`src/rtl/writeback_lsu_stage_if.sv`:
```
// rtl/writeback_lsu_stage_if.sv - memory-stage handoff and load-response bundle for the writeback stage
interface writeback_lsu_stage_if #(
    parameter int XLEN = 32
);
    logic            in_valid_i;
    logic            in_ready_o;
    logic [31:0]     instr_i;
    logic [XLEN-1:0] alu_result_i;
    logic            mem_rsp_valid_i;
    logic [XLEN-1:0] mem_rsp_data_i;
    logic            flush_i;

    modport master (
        output in_valid_i, instr_i, alu_result_i, mem_rsp_valid_i, mem_rsp_data_i, flush_i,
        input  in_ready_o
    );

    modport slave (
        input  in_valid_i, instr_i, alu_result_i, mem_rsp_valid_i, mem_rsp_data_i, flush_i,
        output in_ready_o
    );
endinterface

```
`src/rtl/writeback_lsu_stage.sv`:
```
// rtl/writeback_lsu_stage.sv - writeback stage committing ALU results and extended loads; WB_MISALIGN_TRAP_EN enables misaligned-load traps
module writeback_lsu_stage #(
    parameter int XLEN    = 32,
    parameter int TIMEOUT = 255
) (
    input  logic                  clk,
    input  logic                  rst_n,
    writeback_lsu_stage_if.slave  bus,
    output logic                  rf_we_o,
    output logic [4:0]            rf_rd_o,
    output logic [XLEN-1:0]       rf_data_o,
    output logic                  busy_o,
    output logic [4:0]            pending_rd_o,
    output logic                  timeout_o,
    output logic                  trap_o
);
    localparam int OW = $clog2(XLEN/8);
    localparam int CW = (TIMEOUT < 2) ? 1 : $clog2(TIMEOUT);

    localparam logic [6:0] OPC_LOAD     = 7'b0000011;
    localparam logic [6:0] OPC_LUI      = 7'b0110111;
    localparam logic [6:0] OPC_AUIPC    = 7'b0010111;
    localparam logic [6:0] OPC_JAL      = 7'b1101111;
    localparam logic [6:0] OPC_JALR     = 7'b1100111;
    localparam logic [6:0] OPC_OPIMM    = 7'b0010011;
    localparam logic [6:0] OPC_OP       = 7'b0110011;
    localparam logic [6:0] OPC_OPIMM32  = 7'b0011011;
    localparam logic [6:0] OPC_OP32     = 7'b0111011;

    typedef enum logic {S_IDLE, S_WAIT} state_t;

    state_t            r_state, w_state_nxt;
    logic [CW-1:0]     r_cnt, w_cnt_nxt;
    logic [4:0]        r_ld_rd, w_ld_rd_nxt;
    logic [2:0]        r_ld_f3, w_ld_f3_nxt;
    logic [OW-1:0]     r_ld_off, w_ld_off_nxt;
    logic              r_ld_mis, w_ld_mis_nxt;
    logic              r_we, w_we_nxt;
    logic [4:0]        r_rd, w_rd_nxt;
    logic [XLEN-1:0]   r_data, w_data_nxt;
    logic              r_to, w_to_nxt;
`ifdef WB_MISALIGN_TRAP_EN
    logic              r_trap, w_trap_nxt;
`endif

    logic [6:0]        w_opcode;
    logic [4:0]        w_rd;
    logic [2:0]        w_f3;
    logic [OW-1:0]     w_off;
    logic [OW-1:0]     w_mask;
    logic              w_accept, w_is_load, w_f3_legal, w_is_wop, w_is_alu_wr, w_mis;
    logic [XLEN-1:0]   w_alu_data, w_sh, w_ext;
    logic              w_unused_instr;

    assign w_opcode   = bus.instr_i[6:0];
    assign w_rd       = bus.instr_i[11:7];
    assign w_f3       = bus.instr_i[14:12];
    assign w_off      = bus.alu_result_i[OW-1:0];
    assign w_unused_instr = ^bus.instr_i[31:15];

    assign bus.in_ready_o = (r_state == S_IDLE) && !bus.flush_i;
    assign w_accept       = bus.in_valid_i && bus.in_ready_o;

    assign w_is_load  = (w_opcode == OPC_LOAD);
    // LD and LWU only exist on RV64; 111 is never a load width
    assign w_f3_legal = (w_f3 != 3'b111) &&
                        !(((w_f3 == 3'b011) || (w_f3 == 3'b110)) && (XLEN != 64));
    assign w_is_wop   = (XLEN == 64) && ((w_opcode == OPC_OP32) || (w_opcode == OPC_OPIMM32));
    assign w_is_alu_wr = (w_opcode == OPC_LUI) || (w_opcode == OPC_AUIPC) ||
                         (w_opcode == OPC_JAL) || (w_opcode == OPC_JALR) ||
                         (w_opcode == OPC_OPIMM) || (w_opcode == OPC_OP) || w_is_wop;
    assign w_alu_data = w_is_wop ? XLEN'($signed(bus.alu_result_i[31:0])) : bus.alu_result_i;

    always_comb begin
        w_mask = '0;
        case (w_f3[1:0])
            2'b01:   w_mask = OW'(3'd1);
            2'b10:   w_mask = OW'(3'd3);
            2'b11:   w_mask = OW'(3'd7);
            default: w_mask = '0;
        endcase
    end
    assign w_mis = (w_off & w_mask) != '0;

    assign w_sh = bus.mem_rsp_data_i >> {r_ld_off, 3'b000};

    always_comb begin
        w_ext = '0;
        case (r_ld_f3)
            3'b000:  w_ext = XLEN'($signed(w_sh[7:0]));
            3'b001:  w_ext = XLEN'($signed(w_sh[15:0]));
            3'b010:  w_ext = XLEN'($signed(w_sh[31:0]));
            3'b011:  w_ext = w_sh;
            3'b100:  w_ext = XLEN'(w_sh[7:0]);
            3'b101:  w_ext = XLEN'(w_sh[15:0]);
            3'b110:  w_ext = XLEN'(w_sh[31:0]);
            default: w_ext = '0;
        endcase
    end

    always_comb begin
        w_state_nxt  = r_state;
        w_cnt_nxt    = r_cnt;
        w_ld_rd_nxt  = r_ld_rd;
        w_ld_f3_nxt  = r_ld_f3;
        w_ld_off_nxt = r_ld_off;
        w_ld_mis_nxt = r_ld_mis;
        w_we_nxt     = 1'b0;
        w_rd_nxt     = 5'd0;
        w_data_nxt   = '0;
        w_to_nxt     = 1'b0;
`ifdef WB_MISALIGN_TRAP_EN
        w_trap_nxt   = 1'b0;
`endif
        case (r_state)
            S_IDLE: begin
                w_cnt_nxt = '0;
                if (w_accept) begin
                    if (w_is_load && w_f3_legal) begin
`ifdef WB_MISALIGN_TRAP_EN
                        if (w_mis) begin
                            w_trap_nxt = 1'b1;
                        end else begin
                            w_state_nxt = S_WAIT;
                        end
`else
                        w_state_nxt = S_WAIT;
`endif
                        w_ld_rd_nxt  = w_rd;
                        w_ld_f3_nxt  = w_f3;
                        w_ld_off_nxt = w_off;
                        w_ld_mis_nxt = w_mis;
                    end else if (w_is_alu_wr && (w_rd != 5'd0)) begin
                        w_we_nxt   = 1'b1;
                        w_rd_nxt   = w_rd;
                        w_data_nxt = w_alu_data;
                    end
                end
            end
            S_WAIT: begin
                if (bus.flush_i) begin
                    w_state_nxt = S_IDLE;
                    w_cnt_nxt   = '0;
                end else if (bus.mem_rsp_valid_i) begin
                    w_state_nxt = S_IDLE;
                    w_cnt_nxt   = '0;
                    if (r_ld_rd != 5'd0) begin
                        w_we_nxt   = 1'b1;
                        w_rd_nxt   = r_ld_rd;
                        // a misaligned load that was allowed to complete writes zero
                        w_data_nxt = r_ld_mis ? '0 : w_ext;
                    end
                end else if ((TIMEOUT != 0) && (r_cnt == CW'(TIMEOUT - 1))) begin
                    w_state_nxt = S_IDLE;
                    w_cnt_nxt   = '0;
                    w_to_nxt    = 1'b1;
                end else begin
                    w_cnt_nxt = r_cnt + CW'(1);
                end
            end
            default: w_state_nxt = S_IDLE;
        endcase
    end

    always_ff @(posedge clk or negedge rst_n) begin
        if (!rst_n) begin
            r_state  <= S_IDLE;
            r_cnt    <= '0;
            r_ld_rd  <= 5'd0;
            r_ld_f3  <= 3'd0;
            r_ld_off <= '0;
            r_ld_mis <= 1'b0;
            r_we     <= 1'b0;
            r_rd     <= 5'd0;
            r_data   <= '0;
            r_to     <= 1'b0;
        end else begin
            r_state  <= w_state_nxt;
            r_cnt    <= w_cnt_nxt;
            r_ld_rd  <= w_ld_rd_nxt;
            r_ld_f3  <= w_ld_f3_nxt;
            r_ld_off <= w_ld_off_nxt;
            r_ld_mis <= w_ld_mis_nxt;
            r_we     <= w_we_nxt;
            r_rd     <= w_rd_nxt;
            r_data   <= w_data_nxt;
            r_to     <= w_to_nxt;
        end
    end

`ifdef WB_MISALIGN_TRAP_EN
    always_ff @(posedge clk or negedge rst_n) begin
        if (!rst_n) r_trap <= 1'b0;
        else        r_trap <= w_trap_nxt;
    end
    assign trap_o = r_trap;
`else
    assign trap_o = 1'b0;
`endif

    assign rf_we_o      = r_we;
    assign rf_rd_o      = r_rd;
    assign rf_data_o    = r_data;
    assign timeout_o    = r_to;
    assign busy_o       = (r_state == S_WAIT);
    assign pending_rd_o = (r_state == S_WAIT) ? r_ld_rd : 5'd0;
endmodule

```
`src/flat_wrapper.sv`:
```
// flat-port wrapper written by rule: the top's interface ports become plain ports
module writeback_lsu_stage_flat 
#(
    parameter int XLEN    = 32,
    parameter int TIMEOUT = 255
)
  (clk, rst_n, rf_we_o, rf_rd_o, rf_data_o, busy_o, pending_rd_o, timeout_o, trap_o, bus_in_valid_i, bus_instr_i, bus_alu_result_i, bus_mem_rsp_valid_i, bus_mem_rsp_data_i, bus_flush_i, bus_in_ready_o);
  writeback_lsu_stage_if #(.XLEN(XLEN)) bus_i ();
  input  logic clk;
  input  logic rst_n;
  output logic rf_we_o;
  output logic [4:0] rf_rd_o;
  output logic [XLEN-1:0] rf_data_o;
  output logic busy_o;
  output logic [4:0] pending_rd_o;
  output logic timeout_o;
  output logic trap_o;
  input wire logic [$bits(bus_i.in_valid_i)-1:0] bus_in_valid_i;
  input wire logic [$bits(bus_i.instr_i)-1:0] bus_instr_i;
  input wire logic [$bits(bus_i.alu_result_i)-1:0] bus_alu_result_i;
  input wire logic [$bits(bus_i.mem_rsp_valid_i)-1:0] bus_mem_rsp_valid_i;
  input wire logic [$bits(bus_i.mem_rsp_data_i)-1:0] bus_mem_rsp_data_i;
  input wire logic [$bits(bus_i.flush_i)-1:0] bus_flush_i;
  output wire logic [$bits(bus_i.in_ready_o)-1:0] bus_in_ready_o;
  assign bus_i.in_valid_i = bus_in_valid_i;
  assign bus_i.instr_i = bus_instr_i;
  assign bus_i.alu_result_i = bus_alu_result_i;
  assign bus_i.mem_rsp_valid_i = bus_mem_rsp_valid_i;
  assign bus_i.mem_rsp_data_i = bus_mem_rsp_data_i;
  assign bus_i.flush_i = bus_flush_i;
  assign bus_in_ready_o = bus_i.in_ready_o;
  writeback_lsu_stage #(.XLEN(XLEN), .TIMEOUT(TIMEOUT)) u_core (.clk(clk), .rst_n(rst_n), .bus(bus_i), .rf_we_o(rf_we_o), .rf_rd_o(rf_rd_o), .rf_data_o(rf_data_o), .busy_o(busy_o), .pending_rd_o(pending_rd_o), .timeout_o(timeout_o), .trap_o(trap_o));
endmodule
```
`config.mk`:
```
export PLATFORM = sky130hd
export DESIGN_NAME = writeback_lsu_stage_flat
export DESIGN_NICKNAME = d
export VERILOG_FILES = /design/src/rtl/writeback_lsu_stage_if.sv /design/src/rtl/writeback_lsu_stage.sv /design/src/flat_wrapper.sv
export SDC_FILE = /design/constraint.sdc
export NUM_CORES = 1
export LEC_CHECK = 0
export ABC_AREA = 1
export CAP_MARGIN = 20
export CORE_UTILIZATION = 40
export DETAILED_ROUTE_END_ITERATION = 6
export MAX_ROUTING_LAYER = met4
export PLACE_DENSITY = 0.77
export SYNTH_ARGS = -nofsm -noshare
export SYNTH_HDL_FRONTEND = slang
export SYNTH_SLANG_ARGS = --single-unit
```
`constraint.sdc`:
```
create_clock -name clk -period 2.6 [get_ports clk]
set_clock_uncertainty 0.15 [all_clocks]
set_input_delay 0.26 -clock clk [delete_from_list [all_inputs] [get_ports clk]]
set_output_delay 0.26 -clock clk [all_outputs]
set_load 0.01 [all_outputs]
```
==> results by group, run 1 <==
Floorplanning
  – Die width: ~90 um
  – Num rows: 32
  – Core footprint: roughly 0.0078 mm^2
  – # IOs: approximately 150
  – Die footprint: between 0.008 and 0.009 mm^2
  – Starting Density: 41.7%
  – Die height: between 90 and 100 um

Drt
  – Detailed-router iteration count before antenna repair: 5
  – WL/cell: about 13 um
  – Antenna viol nets, final: 0
  – DRC viols: 0
  – Post-Route WL: between 9000 and 10000 um
  – Vias per Instance: between 4 and 5
  – Initial DRC count: 198
  – Vias: 3462

Yosys
  – Cell Area, Synth: approximately 0.0033 mm^2
  – Distinct cells, synth: 23
  – Yosys Warn Count: 0
  – Flops & latches, synth: about 60
  – Seq/Total Area, Yosys: between 40% and 50%
  – Synth Instances: between 400 and 500
  – Synthesized Nets: between 500 and 600
  – Mapped Avg Cell Area: between 7 and 8 um^2

CTS
  – Clock sinks: just under 60
  – CTS Root Cell: clkbuf_8
  – CTS clk-pin slew, worst paths: 0.07 ns
  – CTS tree: built
  – Clk_lat worst skew: 0.35 ns
  – Post-CTS setup buffer count: 0
  – Htree depth: 3
  – Total CTS buffers: 9
  – Hold-fix buffers, CTS: 1
  – Longest Clk Path Bufs: 2
  – Post-cts resize count: 0

Worst setup path
  – Worst R2R Setup Slack: ~0.66 ns
  – Critical path buffers and inverters: 1
  – Crit Path Class: register to primary output
  – WP depth: 2
  – Worst Setup End Kind: primary output
  – CP required: about 2.2 ns
  – RR Endpoint: u_core.rf_data_o[31]
  – Crit-path max cell delay: approximately 0.55 ns
  – R2R cell count: 8
  – WP data arrival: about 1.5 ns
  – Crit-path leading delay family: buffers and inverters
  – Crit path to: bus_in_ready_o
  – Crit path from: u_core.busy_o
  – Worst path slowest cell: clkdlybuf4s50_1
  – RR Startpoint: u_core.r_ld_off[1]
  – Critical Path Fanout Max: 8
  – CP startpoint kind: register
  – CP Cell Sequence: nor2_2 > clkdlybuf4s50_1

STA
  – Fin crit share: about three quarters
  – Maximum clock frequency: about 500 MHz
  – Fin. max-slew vios: 0
  – Worst-Margin Slew: slightly below 0.8 ns
  – Final Critical Period: just under 2 ns
  – Final hold vios: 0
  – Total Neg Setup Slack: 0 ns
  – Slew HR: slightly below 50%
  – Final setup viols: 0
  – RSZ-0062 raised after global routing: false

Power and ir drop
  – Power Dens Cells: around 460 mW/mm^2
  – Peak VDD IR: roughly 0.28 mV
  – Leak Pwr: 2.42 nW

Global routing
  – First-pass GRT wire length: 15400 um
  – Total GRT Usage: about a quarter
  – Initial antenna violation count: 0
  – Vias in the first global route: ~3300
  – GRT overflow: 0
  – Largest net degree at the start of global routing: 34

Finish
  – # diodes: 0
  – Register Area: 0.00148 mm^2
  – Final Cell Area: between 0.004 and 0.005 mm^2
  – Syn-to-layout area delta: 50.4%
  – Share of layout cells above drive strength 1: 6.19%
  – Fill count: 685
  – Multi-input combinational cell area: ~0.0015 mm^2
  – Fin nets: slightly below 700

Place
  – DP Area: around 0.0047 mm^2
  – Post-DP HPWL: 6950 um
  – Placer Congestion: about 0.9
  – IO Port Bufs: approximately 130

Job
  – Max-cap check violation count: 0

Run status
  – Status: finished clean

Worst hold path
  – Hold Path Class: input port to register
[synth_stat cells, drive strengths merged]
cell type,n,area share [%]
a21oi,16,2.5
conb,1,0.12
inv,36,4.1
nand4,3,0.58
nand2,197,23
nor3,7,1.1
buf,19,3.6
nand3,41,6.6
xor2,1,0.27
xnor2,2,0.54
dfrtp,59,45
o21ai,39,6.1
nor3b,1,0.23
or2,2,0.38
nor2,34,4.8
clkbuf,3,0.35
ha,2,0.77
[cell type report]
cell class                      instances  area share, %
Multi-Input combinational cell        346           31.0
Timing Repair Buffer                  141           28.6
Tap cell                              102           2.60
Inverter                               36           2.76
Clock inverter                          6           2.32
Clock buffer                           10           2.60
Sequential cell                        59           30.1
[worst min path at each step]
stage	from	endpoint	slack (ns)	cells past startpoint
2_1_floorplan	rst_n	u_core.busy_o	-0.19	0
3_3_place_gp	rst_n	u_core.rf_rd_o[3]	0.22	1
3_5_place_dp	rst_n	u_core.rf_rd_o[3]	0.22	1
4_1_cts	bus_alu_result_i[8]	u_core.rf_data_o[8]	0.29	3
5_1_grt	bus_alu_result_i[3]	u_core.rf_data_o[3]	0.32	3
6_report	bus_alu_result_i[20]	u_core.rf_data_o[20]	0.30	3
[per-stage QoR]
stage	hold WS, ns	cells	setup WS, ns	utilization (%)	total power, W
finish	0.302	700	0.658	62.8	0.00227
global route	0.320	700	0.490	62.8	0.00236
CTS	0.292	700	0.645	62.8	0.00228
detailed placement	0.225	683	0.523	59.6	0.00126
global placement	0.216	683	0.612	59.6	0.00126
floorplan	-0.186	463	0.992	-	0.00107
[layout by cell type (no fill, tap or decap), types with 3 or more instances in the layout]
cell,count
nand2_1,197
nor3_1,7
o21ai_0,38
buf_4,9
clkbuf_8,9
nor2_1,29
dfrtp_1,59
nand4_1,3
bufinv_16,3
clkdlybuf4s50_1,128
nor2_4,3
inv_1,36
nand3_1,39
a21oi_1,16
[flip-flops by register name, indices dropped and copies added, names as in the netlist]
| signal | flops |
|---|---|
| u_core.r_ld_rd | 5 |
| u_core.rf_rd_o | 5 |
| u_core.timeout_o | 1 |
| u_core.r_ld_off | 2 |
| u_core.rf_data_o | 32 |
| u_core.r_cnt | 8 |
| u_core.r_ld_mis | 1 |
| u_core.rf_we_o | 1 |
| u_core.busy_o | 1 |
| u_core.r_ld_f3 | 3 |
[per-layer routing]
layer / GRT usage, % / up-vias / share of wire [%] / wire (um)
li1: - / 1714 / - / -
met1: 29.4 / 1571 / 41 / 3810
met4: 11.5 / 0 / 3.1 / 287
met2: 38.7 / 152 / 49 / 4590
met5: - / - / 0 / 0
met3: 3.48 / 25 / 6.7 / 621
[power breakdown]
| part | internal, W | total (W) | switching, W | leakage [nW] |
|---|---|---|---|---|
| sequential | 0.000928 | 0.000936 | 0.00000784 | 0.822 |
| clock | 0.000638 | 0.00102 | 0.000379 | 0.113 |
| combinational | 0.000169 | 0.000312 | 0.000144 | 1.49 |
| total | 0.00173 | 0.00227 | 0.000531 | 2.42 |
[kinds of logic after synthesis]
logic type,count (synthesis),share of synthesized area (%)
buf+inv,58,8.14
compound gates,55,8.56
other cells,1,0.115
simple gates,285,36.3
flops,59,45.3
xor+xnor,3,0.806
fa+ha+maj,2,0.768
[worst reg2reg max path, cell delays in order, from the launching register on]
cell,delay (ns)
dfrtp_1,0.38
inv_1,0.07
buf_4,0.20
nand3_1,0.13
nand3_1,0.38
buf_4,0.27
nand3_1,0.09
nand2_1,0.10
nand2_1,0.05
No activity file was read; power rests on OpenSTA's default activity.
==> inputs of run 2 (changes only) <==
==> constraint.sdc (replaced) <==
create_clock -name clk -period 1.9 [get_ports clk]
set_clock_uncertainty 0.15 [all_clocks]
set_input_delay 0.19 -clock clk [delete_from_list [all_inputs] [get_ports clk]]
set_output_delay 0.19 -clock clk [all_outputs]
set_load 0.01 [all_outputs]
==> run 2 against run 1 <==
  * Clock power grew 13%
  * Sequential share of layout area decreased by 0.35 points
  * Combinational power is 40% higher
  * Register-to-register slack got worse by 0.52 ns
  * Sequential cell count stayed put
  * Hold slack lost 0.11 ns
  * Largest cell class unchanged
==> results by group, run 2 (same netlist as run 1, synthesis figures left out) <==
Run status
  – Status: finished clean

Place
  – Post-DP HPWL: 7140 um (+2.6%)
  – DP Area: 0.00473 mm^2 (+1.8%)
  – IO Port Bufs: 129 (unchanged)
  – Placer Congestion: 0.905 (-1.6%)

STA
  – Worst-Margin Slew: 0.558 ns (-0.217 ns)
  – Final setup viols: 0 (unchanged)
  – Maximum clock frequency: 563 MHz
  – Fin. max-slew vios: 0 (unchanged)
  – Fin crit share: slightly above 90%
  – Final Critical Period: approximately 1.8 ns
  – Min Hold Slack: 0.196 ns (-0.106 ns)
  – Final hold vios: 0 (unchanged)
  – Slew HR: 62.8% (+14 points)
  – RSZ-0062 raised after global routing: false

Worst setup path
  – Crit path from: u_core.busy_o
  – R2R cell count: 7 (-1)
  – Worst R2R Setup Slack: 0.14 ns (-0.52 ns)
  – RR Endpoint: u_core.rf_data_o[6]
  – CP required: 1.56 ns (-0.63 ns)
  – Crit path to: busy_o
  – Worst Setup End Kind: primary output
  – Crit Path Class: register to primary output
  – CP startpoint kind: register
  – WP data arrival: 1.44 ns (-0.09 ns)
  – Critical Path Fanout Max: 6 (-2)
  – RR Startpoint: u_core.r_ld_off[0]

Global routing
  – First-pass GRT wire length: 15600 um (+1.4%)
  – Vias in the first global route: 3366 (+2.0%)
  – Initial antenna violation count: 0 (unchanged)
  – GRT overflow: 0 (unchanged)
  – Total GRT Usage: 24.5% (+0.58 points)
  – Largest net degree at the start of global routing: 38 (+12%)

Power and ir drop
  – Power Dens Cells: 580 mW/mm^2 (+25%)
  – Peak VDD IR: 0.353 mV (+26%)
  – Leak Pwr: 2.55 nW (+5.2%)

Finish
  – Commonest non-fill, non-tap cell in the layout: nand2_1
  – # diodes: 0 (unchanged)
  – Syn-to-layout area delta: 52.2%
  – Max reg flops: 32 (unchanged)
  – Most frequent cells in the layout: nand2_1 (197), clkdlybuf4s50_1 (122), dfrtp_1 (59)
  – Fin nets: 703 (+1.0%)
  – Fill count: 709 (+3.5%)
  – Final Cell Area: 0.00496 mm^2 (+1.2%)
  – Share of layout cells above drive strength 1: 7.27% (+1.1 points)

Drt
  – Post-Route WL: 9510 um (+2.2%)
  – Vias per Instance: 4.97 (+0.53%)
  – Initial DRC count: 219 (+11%)
  – Detailed-router iteration count before antenna repair: 5 (unchanged)
  – WL/cell: 13.5 um (+1.2%)
  – Antenna viol nets, final: 0 (unchanged)
  – DRC viols: 0 (unchanged)
  – Vias: 3515 (+1.5%)

Floorplanning
  – Die footprint: 0.00851 mm^2 (unchanged)
  – Die height: 92.3 um (unchanged)
  – Die width: 92.3 um (unchanged)
  – Starting Density: 41.7% (unchanged)
  – # IOs: 148 (unchanged)
  – Core footprint: 0.00781 mm^2 (unchanged)
  – Num rows: 32 (unchanged)

CTS
  – CTS tree: built
  – Clk_lat worst skew: 0.35 ns (about the same)
  – Clock sinks: 59 (unchanged)
  – Longest Clk Path Bufs: 2 (unchanged)
  – CTS clk-pin slew, worst paths: 0.07 ns (about the same)
  – Total CTS buffers: 9 (unchanged)
  – CTS Root Cell: clkbuf_8
  – Htree depth: 3 (unchanged)

Worst hold path
  – Hold Path Class: input port to async pin

Job
  – Max-cap check violation count: 0 (unchanged)
run 2: layout make-up:
class | instances | area, um^2 | area share [%]
inverter | 36 | 135 | 2.72
timing repair buffer | 148 | 1510 | 30.4
clock inverter | 5 | 52.6 | 1.06
clock buffer | 11 | 141 | 2.85
sequential | 59 | 1480 | 29.8
multi-input combinational | 346 | 1520 | 30.6
tap | 102 | 128 | 2.57
run 2: worst min-delay path by stage:
stage | startpoint | endpoint | cells past startpoint
after floorplan | rst_n | u_core.busy_o | 0
after global placement | rst_n | u_core.r_ld_mis | 1
after detailed placement | rst_n | u_core.r_ld_mis | 1
after CTS | bus_alu_result_i[20] | u_core.rf_data_o[20] | 3
after global routing | bus_alu_result_i[20] | u_core.rf_data_o[20] | 3
final | rst_n | u_core.r_ld_off[0] | 2
run 2: worst max-delay path, stage by stage (launching register included):
cell and delay (ns):
dfrtp_1 0.41, buf_6 0.14, clkdlybuf4s50_1 0.53
run 2: layer usage:
layer	vias to the layer above	GRT usage, %	part of all wire (%)
met4	0	11.8	2.6
met3	21	4.31	7.7
li1	1724	-	-
met5	-	-	0
met2	161	38.9	48
met1	1609	30.1	41
run 2: where the power goes:
part	internal (W)	switching (W)
logic	0.000240	0.000198
clock network	0.000634	0.000520
registers	0.00127	0.0000124
run 2: repair_timing:
item	4_1_cts	5_1_grt
endpoints found under the setup margin	1	5
resized for setup	1	6
setup buffers	0	1
hold buffers	1	0
hold endpoints to repair	22	0
run 2: stage by stage:
stage          power, W  cells   TNS, ns  utilization [%]  setup slack, ns
2_1_floorplan   0.00146    463         0                -            0.292
3_3_place_gp    0.00173    689         0             60.6           0.0679
3_5_place_dp    0.00174    689  -0.00571             60.6         -0.00571
4_1_cts         0.00289    706         0             63.2           0.0149
5_1_grt         0.00299    707         0             63.5          0.00160
6_report        0.00287    707         0             63.5            0.125
